[config.mk]
export PLATFORM = sky130hd
export DESIGN_NAME = transfer_ctrl_flat
export DESIGN_NICKNAME = d
export VERILOG_FILES = /design/src/rtl/transfer_ctrl_if.sv /design/src/rtl/transfer_ctrl.sv /design/src/flat_wrapper.sv
export SDC_FILE = /design/constraint.sdc
export NUM_CORES = 1
export LEC_CHECK = 0
export ABC_AREA = 1
export CAP_MARGIN = 20
export CORE_ASPECT_RATIO = 1.5
export CORE_MARGIN = 1
export CORE_UTILIZATION = 51
export CTS_CLUSTER_DIAMETER = 150
export DETAILED_ROUTE_END_ITERATION = 8
export PLACE_DENSITY = 0.75
export SLEW_MARGIN = 20
export SYNTH_ARGS = -nofsm -noshare
export SYNTH_HDL_FRONTEND = slang
export SYNTH_SLANG_ARGS = --single-unit
[constraint.sdc]
create_clock -name clk -period 2.4 [get_ports clk]
set_clock_uncertainty 0.2 [all_clocks]
set_input_delay 0.72 -clock clk [delete_from_list [all_inputs] [get_ports clk]]
set_output_delay 0.72 -clock clk [all_outputs]
set_load 0.05 [all_outputs]
[src/rtl/transfer_ctrl_if.sv]
// transfer_ctrl_if: command handshake plus register-file / shared-bus control lines.
interface transfer_ctrl_if;
   logic       cmd_valid;
   logic       cmd_ready;
   logic [1:0] cmd_op;
   logic [4:0] cmd_addr;
   logic [4:0] DataA;
   logic [4:0] DataB;
   logic       SEL_A;
   logic       SEL_B;
   logic       LD_A;
   logic       LD_B;
   logic       OEA;
   logic       OEB;
   logic       busy;
   logic       done;

   // Command source side: offers commands, observes the controller.
   modport master (
      output cmd_valid, cmd_op, cmd_addr,
      input  cmd_ready, DataA, DataB, SEL_A, SEL_B, LD_A, LD_B, OEA, OEB, busy, done
   );

   // Controller side: accepts commands, drives register and bus controls.
   modport slave (
      input  cmd_valid, cmd_op, cmd_addr,
      output cmd_ready, DataA, DataB, SEL_A, SEL_B, LD_A, LD_B, OEA, OEB, busy, done
   );
endinterface

[src/rtl/transfer_ctrl.sv]
// transfer_ctrl: queues register-transfer commands and sequences the file-register
// read path and the shared tristate bus between registers A and B.
module transfer_ctrl #(
   parameter int CMD_DEPTH = 4,   // power of 2, >= 2
   parameter int RD_LAT    = 0,   // 0..3 file-register wait cycles before load
   parameter int TURN_CYC  = 1    // 1..3 bus-idle cycles after each drive
) (
   input  logic           clk,
   input  logic           rst,
   transfer_ctrl_if.slave bus
);

   localparam int PTR_W = $clog2(CMD_DEPTH);
   localparam int CNT_W = PTR_W + 1;

   typedef enum logic [1:0] {
      LOAD_A  = 2'd0,
      LOAD_B  = 2'd1,
      MOVE_AB = 2'd2,
      MOVE_BA = 2'd3
   } op_t;

   typedef enum logic [2:0] {IDLE, RDWAIT, LOAD, DRIVE, XFER, TURN} state_t;

   typedef struct packed {
      op_t        op;
      logic [4:0] addr;
   } cmd_t;

   typedef struct packed {
      logic [4:0] data_a;
      logic [4:0] data_b;
      logic       sel_a;
      logic       sel_b;
      logic       ld_a;
      logic       ld_b;
      logic       oea;
      logic       oeb;
      logic       done;
   } ctl_t;

   cmd_t             mem [CMD_DEPTH];
   logic [PTR_W-1:0] wr_ptr;
   logic [PTR_W-1:0] rd_ptr;
   logic [CNT_W-1:0] count;
   logic             full;
   logic             empty;
   logic             push;
   logic             pop;
   cmd_t             head;
   cmd_t             cur;
   state_t           state;
   logic [1:0]       wait_cnt;
   logic [1:0]       turn_cnt;
   ctl_t             ctl;

   assign full  = (count == CNT_W'(CMD_DEPTH));
   assign empty = (count == '0);
   // A pop in the same cycle never opens the FIFO early: ready follows full only.
   assign push  = bus.cmd_valid && !full;
   assign pop   = (state == IDLE) && !empty;
   assign head  = mem[rd_ptr];

   // Control word for a given state and command; fin marks the final TURN cycle.
   function automatic ctl_t ctl_for(input state_t s, input cmd_t c, input logic fin);
      ctl_t o;
      // NOTE: every field gets a default before the case, so no path leaves an output
      // unassigned (in combinational code that would infer a latch).
      o = '0;
      case (s)
         RDWAIT, LOAD: begin
            if (c.op == LOAD_A) begin
               o.data_a = c.addr;
               o.sel_a  = 1'b1;
               o.ld_a   = (s == LOAD);
            end else if (c.op == LOAD_B) begin
               o.data_b = c.addr;
               o.sel_b  = 1'b1;
               o.ld_b   = (s == LOAD);
            end
            o.done = (s == LOAD);
         end
         DRIVE, XFER: begin
            // The receiving register's select stays 0 so it takes the shared bus.
            if (c.op == MOVE_AB) begin
               o.oea  = 1'b1;
               o.ld_b = (s == XFER);
            end else if (c.op == MOVE_BA) begin
               o.oeb  = 1'b1;
               o.ld_a = (s == XFER);
            end
         end
         TURN:    o.done = fin;
         default: ;
      endcase
      return o;
   endfunction

   // NOTE: the command storage has no reset; count alone says which slots hold valid
   // data, so clearing the array would only cost reset fan-out.
   // Command storage write port.
   always_ff @(posedge clk) begin
      if (push) mem[wr_ptr] <= '{op: op_t'(bus.cmd_op), addr: bus.cmd_addr};
   end

   // FIFO pointers and occupancy; pointers wrap naturally at CMD_DEPTH.
   always_ff @(posedge clk or negedge rst) begin
      // NOTE: sequential state uses non-blocking assignments so every register
      // samples pre-edge values regardless of statement order.
      if (!rst) begin
         wr_ptr <= '0;
         rd_ptr <= '0;
         count  <= '0;
      end else begin
         if (push) wr_ptr <= wr_ptr + 1'b1;
         if (pop)  rd_ptr <= rd_ptr + 1'b1;
         case ({push, pop})
            2'b10:   count <= count + 1'b1;
            2'b01:   count <= count - 1'b1;
            default: ;
         endcase
      end
   end

   // Command sequencer with registered control outputs computed for the next state.
   always_ff @(posedge clk or negedge rst) begin
      if (!rst) begin
         state    <= IDLE;
         cur      <= '0;
         wait_cnt <= '0;
         turn_cnt <= '0;
         ctl      <= '0;
      end else begin
         case (state)
            IDLE: begin
               if (!empty) begin
                  cur <= head;
                  if (head.op == LOAD_A || head.op == LOAD_B) begin
                     if (RD_LAT == 0) begin
                        state <= LOAD;
                        ctl   <= ctl_for(LOAD, head, 1'b0);
                     end else begin
                        state    <= RDWAIT;
                        wait_cnt <= 2'(RD_LAT - 1);
                        ctl      <= ctl_for(RDWAIT, head, 1'b0);
                     end
                  end else begin
                     state <= DRIVE;
                     ctl   <= ctl_for(DRIVE, head, 1'b0);
                  end
               end
            end
            RDWAIT: begin
               if (wait_cnt == 2'd0) begin
                  state <= LOAD;
                  ctl   <= ctl_for(LOAD, cur, 1'b0);
               end else begin
                  wait_cnt <= wait_cnt - 2'd1;
               end
            end
            LOAD: begin
               state <= IDLE;
               ctl   <= '0;
            end
            DRIVE: begin
               state <= XFER;
               ctl   <= ctl_for(XFER, cur, 1'b0);
            end
            XFER: begin
               state    <= TURN;
               turn_cnt <= 2'(TURN_CYC - 1);
               ctl      <= ctl_for(TURN, cur, TURN_CYC == 1);
            end
            TURN: begin
               if (turn_cnt == 2'd0) begin
                  state <= IDLE;
                  ctl   <= '0;
               end else begin
                  turn_cnt <= turn_cnt - 2'd1;
                  ctl      <= ctl_for(TURN, cur, turn_cnt == 2'd1);
               end
            end
            default: begin
               state <= IDLE;
               ctl   <= '0;
            end
         endcase
      end
   end

   assign bus.cmd_ready = !full;
   assign bus.busy      = (state != IDLE) || !empty;
   assign bus.DataA     = ctl.data_a;
   assign bus.DataB     = ctl.data_b;
   assign bus.SEL_A     = ctl.sel_a;
   assign bus.SEL_B     = ctl.sel_b;
   assign bus.LD_A      = ctl.ld_a;
   assign bus.LD_B      = ctl.ld_b;
   assign bus.OEA       = ctl.oea;
   assign bus.OEB       = ctl.oeb;
   assign bus.done      = ctl.done;

endmodule

[src/flat_wrapper.sv]
// flat-port wrapper written by rule: the top's interface ports become plain ports
module transfer_ctrl_flat 
#(
   parameter int CMD_DEPTH = 4,                      
   parameter int RD_LAT    = 0,                                                
   parameter int TURN_CYC  = 1                                            
)
  (clk, rst, bus_cmd_valid, bus_cmd_op, bus_cmd_addr, bus_cmd_ready, bus_DataA, bus_DataB, bus_SEL_A, bus_SEL_B, bus_LD_A, bus_LD_B, bus_OEA, bus_OEB, bus_busy, bus_done);
  transfer_ctrl_if bus_i ();
  input  logic clk;
  input  logic rst;
  input wire logic [$bits(bus_i.cmd_valid)-1:0] bus_cmd_valid;
  input wire logic [$bits(bus_i.cmd_op)-1:0] bus_cmd_op;
  input wire logic [$bits(bus_i.cmd_addr)-1:0] bus_cmd_addr;
  output wire logic [$bits(bus_i.cmd_ready)-1:0] bus_cmd_ready;
  output wire logic [$bits(bus_i.DataA)-1:0] bus_DataA;
  output wire logic [$bits(bus_i.DataB)-1:0] bus_DataB;
  output wire logic [$bits(bus_i.SEL_A)-1:0] bus_SEL_A;
  output wire logic [$bits(bus_i.SEL_B)-1:0] bus_SEL_B;
  output wire logic [$bits(bus_i.LD_A)-1:0] bus_LD_A;
  output wire logic [$bits(bus_i.LD_B)-1:0] bus_LD_B;
  output wire logic [$bits(bus_i.OEA)-1:0] bus_OEA;
  output wire logic [$bits(bus_i.OEB)-1:0] bus_OEB;
  output wire logic [$bits(bus_i.busy)-1:0] bus_busy;
  output wire logic [$bits(bus_i.done)-1:0] bus_done;
  assign bus_i.cmd_valid = bus_cmd_valid;
  assign bus_i.cmd_op = bus_cmd_op;
  assign bus_i.cmd_addr = bus_cmd_addr;
  assign bus_cmd_ready = bus_i.cmd_ready;
  assign bus_DataA = bus_i.DataA;
  assign bus_DataB = bus_i.DataB;
  assign bus_SEL_A = bus_i.SEL_A;
  assign bus_SEL_B = bus_i.SEL_B;
  assign bus_LD_A = bus_i.LD_A;
  assign bus_LD_B = bus_i.LD_B;
  assign bus_OEA = bus_i.OEA;
  assign bus_OEB = bus_i.OEB;
  assign bus_busy = bus_i.busy;
  assign bus_done = bus_i.done;
  transfer_ctrl #(.CMD_DEPTH(CMD_DEPTH), .RD_LAT(RD_LAT), .TURN_CYC(TURN_CYC)) u_core (.clk(clk), .rst(rst), .bus(bus_i));
endmodule
# After elaboration in Yosys (flattened, before gate mapping)
# Memory sizes are Yosys's and may differ from the RTL's.
# Index checks and enable logic that the tools add are counted.
# word_totals
regBits	38
ramBits	28
in_bits	10
out_inout_bits	19
mem_count	1
# op_classes
addsub	6
eq_ne	18
n_mux	33
bitwise_logic	2
reduce_logical	20
# mem_list
memory	depth	word_bits	rd	rd_clocked_by_memory_dff	write_ports	line	text
u_core.mem	4	7	1	0	1	transfer_ctrl.sv:42	cmd_t mem [CMD_DEPTH];
# ops
op	count
$pmux W17 S5	1
$mux W17	3
$mux W5	6
$mux W1	15
$pmux W3 S5	1
$eq A2 B2 Y1 const B	5
$eq A3 B3 Y1 const B	3
$mux W3	3
$eq A2 B1 Y1 const B	4
$logic_not A2 Y1	4
$reduce_and A2 Y1	4
$logic_not A3 Y1	2
$pmux W3 S2	1
$add A2 B1 Y2 const B	2
$mux W2	2
$ne A2 B1 Y1 const B	2
$ne A2 B2 Y1 const B	2
$pmux W2 S2	1
$reduce_bool A2 Y1	2
$sub A2 B1 Y2 const B	2
$add A3 B1 Y3 const B	1
$eq A3 B1 Y1 const B	1
$eq A3 B2 Y1 const B	1
$reduce_and A3 Y1	1
6 further kinds	10

# Longest topological paths before layout
# An unclocked memory read counts as a cell.
# depth
word_depth	7
mapped_depth	10

# Worst setup path before layout
# No wires, ideal clock.
# synth_path
path_type	flip-flop to flip-flop
from	register u_core.count[0]
to	register u_core.count[2]
arrival_time_ns	2.251
path_slack_ns	-0.175
path_stages_with_launch	10
path_buffers	0
period_less_slack_ns	2.575
path_cell_list	dfrtp_1 -> inv_1 -> nand3_1 -> nand2_1 -> ha_1 -> inv_1 -> fa_1 -> a21oi_1 -> o21ai_0 -> xnor2_1
# synth_via
elab_chain_len	5
elab_cells_between_ends	12
# synth_lines
element	line	text
start, declared	transfer_ctrl.sv:45	logic [CNT_W-1:0] count;
start signal, assigned	transfer_ctrl.sv:118	2'b10: count <= count + 1'b1;
start signal, assigned	transfer_ctrl.sv:119	2'b01: count <= count - 1'b1;
$eq A3 B3 Y1 (*)	transfer_ctrl.sv:57	assign full = (count == CNT_W'(CMD_DEPTH));
$logic_not A1 Y1 (*)	-	
via bus_cmd_ready	flat_wrapper.sv:15	output wire logic [$bits(bus_i.cmd_ready)-1:0] bus_cmd_ready;
$logic_and A1 B1 Y1 (*)	transfer_ctrl.sv:60	assign push = bus.cmd_valid && !full;
$eq A2 B1 Y1 / $eq A2 B2 Y1 (equally long branches)	transfer_ctrl.sv:117	case ({push, pop})
$pmux W3 S2 / $reduce_bool A2 Y1 (equally long branches)	-	
# Mark *: on every way through the listed nets, which the timed path passes. The rest lies on a longest branch.
# A chain may end at the register's enable or synchronous reset.

# Worst setup path in the final report
# layout_path
from	register u_core.state[0]
to	output bus_busy
# layout_via
elab_chain_len	2
# layout_lines
element	line	text
start, declared	transfer_ctrl.sv:52	state_t state;
start signal, assigned	transfer_ctrl.sv:128	state <= IDLE;
start signal, assigned	transfer_ctrl.sv:140	state <= LOAD;
start signal, assigned	transfer_ctrl.sv:143	state <= RDWAIT;
$reduce_bool A3 Y1	transfer_ctrl.sv:192	assign bus.busy = (state != IDLE) || !empty;
$logic_or A1 B1 Y1	transfer_ctrl.sv:192	
end, declared	flat_wrapper.sv:24	output wire logic [$bits(bus_i.busy)-1:0] bus_busy;
# Every way passes these cells.

==> flow_summary.toml <==
[run_status]
status = "finished clean"

[finish]
final_nets = 398
area_growth_pct = 19.35
drive_gt1_share_pct = 15.89
fillCellCount = 494
fin_util_pct = 63.44
design_area_mm2 = 0.003697
n_antenna_cell = 0

[setup_path]
critPathLaunchType = "register"
worstSetupPathType = "register to output port"
r2r_end = "u_core.count[2]"
worstPathArrival_ns = 1.41
crit_fanout = 12
reg2reg_slack_ns = 0.28
r2r-start = "u_core.state[0]"
required_ns = 1.48
cp-end-kind = "output port"
ff2ff_path_depth = 9

[yosys]
synth_fa_ha_area_share_pct = 3.877
synth_xor_area_share_pct = 1.414
synthMuxAreaShare_pct = 0
synth_top_area_share_pct = 30.69
ys_seq_area_share_pct = 57.84
yosys.area_share.simple_pct = 24.23
synth_area_mm2 = 0.003098
synthArstFlopShare_pct = 57.58
synth_edf_count = 28
ys_ff_latch = 66
synth_top_family_by_area = "simple AND/OR/NAND/NOR gates"
synth_area_leaders = "dfrtp_1, edfxtp_1, nand2_1, inv_1, ha_1"
syn_area_per_cell_um2 = 9.248
synthCells = 335
yosys_warnings = 0
ys_top_cells_by_count = "nand2_1, inv_1, dfrtp_1"
synth_cell_types = 30
synth_flop_cell = "dfrtp_1"
yosysTopAreaCell = "dfrtp_1"
synth_compound_area_share_pct = 4.402
syn_nets = 354
synth_most_common_cell = "nand2_1"

[sta]
relSlewSlack_pct = 67.94
fmax_mhz = 429.8
hold_violations = 0
whs_ns = 0.2206
setup_violations = 0
worst_slack_ns = 0.07338
tightest_slew_ns = 0.4828
min_period_ns = 2.327
period_share_pct = 96.94
rsz0062_at_grt = "no"
drv_slew = 0

[min_path]
min_path_type = "input pin to async pin"

[detailed_routing]
viasPerCell = 4.882
drt_first_pass_iters = 4
finalWirelength_um = 5315
wire_per_inst_um = 11.66
num_vias = 2226
drtIter0Drc = 142
drc = 0
ant_nets = 0

[clocking]
root_buffer = "clkbuf_8"
cts.clk_slew.worst_paths_ns = 0.07
cts_tree = "done"
clk_latency_ns = 0.34
cts.sinks = 66
h-tree-depth = 3
cts_made_buffers = 9
cts_buffer_depth = 2
cts_hold_buf = 0

[power]
pwr_density_cell_mw_per_mm2 = 1325
comb_power_share_pct = 46.1
power_frac_clock_pct = 17.9
p_int_mw = 2.783
p_leak_nw = 1.841
pwr-share-seq_pct = 36.0
switchingPower_mw = 2.117
sw_frac_of_total_pct = 43.20
ir_worst_vdd_uv = 534.5

[flow_run]
drv_cap = 0

[global_routing]
grt_pass1_vias = 2215
grt_max_degree = 39
track_usage_pct = 19.48
antenna_found_initial = 0
grt_pass1_wl_um = 9342
grt-ovfl-total = 0

[place]
io_buffers = 28
hpwl_um = 3927
dpl_cell_area_mm2 = 0.003473
place_ws_ns = -0.1208
place.gp.congestion = 0.8042

[floorplan]
initial_core_util_pct = 53.16
die_area_mm2 = 0.006396
die_y_um = 97.46
placementRows = 34
core_mm2 = 0.005828
num_io_pins = 29
die_w_um = 65.64
[timing repair]
| action | in CTS | in global routing |
|---|---|---|
| gates cloned | 0 | 0 |
| buffers inserted | 0 | 3 |
| setup endpoints to repair | 9 | 1 |
| resized for setup | 12 | 3 |
[through the flow]
step                cells  setup TNS, ns  power, mW
detailed placement    437        -0.1208      4.020
global placement      437       -0.05843      3.951
global route          456              0      5.302
CTS                   453              0      4.900
floorplan             335              0      3.411
finish                456              0      4.900
[power groups by stage]
stage / clock network (mW) / registers [mW] / logic, mW
after floorplan: 0 / 2.08 / 1.33
after global placement: 0 / 1.76 / 2.19
after detailed placement: 0 / 1.78 / 2.24
after CTS: 0.894 / 1.77 / 2.23
after global routing: 0.946 / 1.81 / 2.54
final: 0.877 / 1.76 / 2.26
[metal layers]
metal  vias up  share of wire, %  global-route usage (%)
met5         -                 0                       0
met4         0               1.4                   10.03
met3        10               3.8                   6.338
met2        43                54                   33.28
met1      1015                40                   20.64
li1       1158                 -                       -
[worst max-delay path by stage]
stage | start | to | slack (ns) | cells past startpoint
4_1_cts | u_core.state[0] | bus_busy | 0.004 | 5
2_1_floorplan | u_core.count[0] | u_core.count[2] | 0.05 | 9
6_report | u_core.state[0] | bus_busy | 0.07 | 5
5_1_grt | u_core.state[1] | bus_busy | 0.007 | 5
3_3_place_gp | bus_cmd_valid | u_core.count[2] | -0.06 | 8
3_5_place_dp | bus_cmd_valid | u_core.count[2] | -0.12 | 8
[state kept, by name, summed over array words and instances, names as in the netlist, 2 cells and up]
register,count
u_core.bus.DataA,5
u_core.bus.DataB,5
u_core.wr_ptr,2
u_core.state,3
u_core.turn_cnt,2
u_core.count,3
u_core.mem,28
u_core.wait_cnt,2
u_core.rd_ptr,2
u_core.cur,7
[cell type report]
| cell class | instances | area (µm²) | share of cell area (%) |
|---|---|---|---|
| timing repair buffer | 43 | 362.8 | 9.814 |
| clock buffer | 15 | 187.7 | 5.076 |
| inverter | 49 | 190.2 | 5.144 |
| multi-input combinational | 210 | 1067 | 28.87 |
| tap | 72 | 90.09 | 2.437 |
| clock inverter | 1 | 5.005 | 0.1354 |
| sequential | 66 | 1794 | 48.53 |
[layout by cell type, fill, tap and decap left out, types with 2 or more instances in the layout]
cell               n
inv_1             42
nor2_4             4
dfrtp_1           36
nand4_1           11
dlygate4sd2_1      8
nand2_1          111
nand2_2            3
nand3_1           19
xor2_1             3
a21oi_1            5
xnor2_1            2
inv_2              5
clkbuf_8          11
a31oi_1            6
dfrtp_2            2
nor2_1            18
clkdlybuf4s50_1    8
o21ai_0            9
edfxtp_1          28
ha_1               8
buf_4             25
clkbuf_1           3
clkinv_2           2
o211ai_1           2
[worst max-delay path, cell delays in order, from the launching register on]
cell and delay [ns]:
dfrtp_1 0.42, nor2_4 0.15, nand2_2 0.11, clkinv_4 0.11, nand2_4 0.07, buf_4 0.20
[logic make-up (layout without fill, tap and decap cells)]
group / after synthesis / after routing
buf+inv: 59 / 108
simple gates: 172 / 172
fa+ha+maj: 9 / 9
xor+xnor: 5 / 5
flops: 66 / 66
compound gates: 24 / 24
No activity file was read; power rests on OpenSTA's default activity.
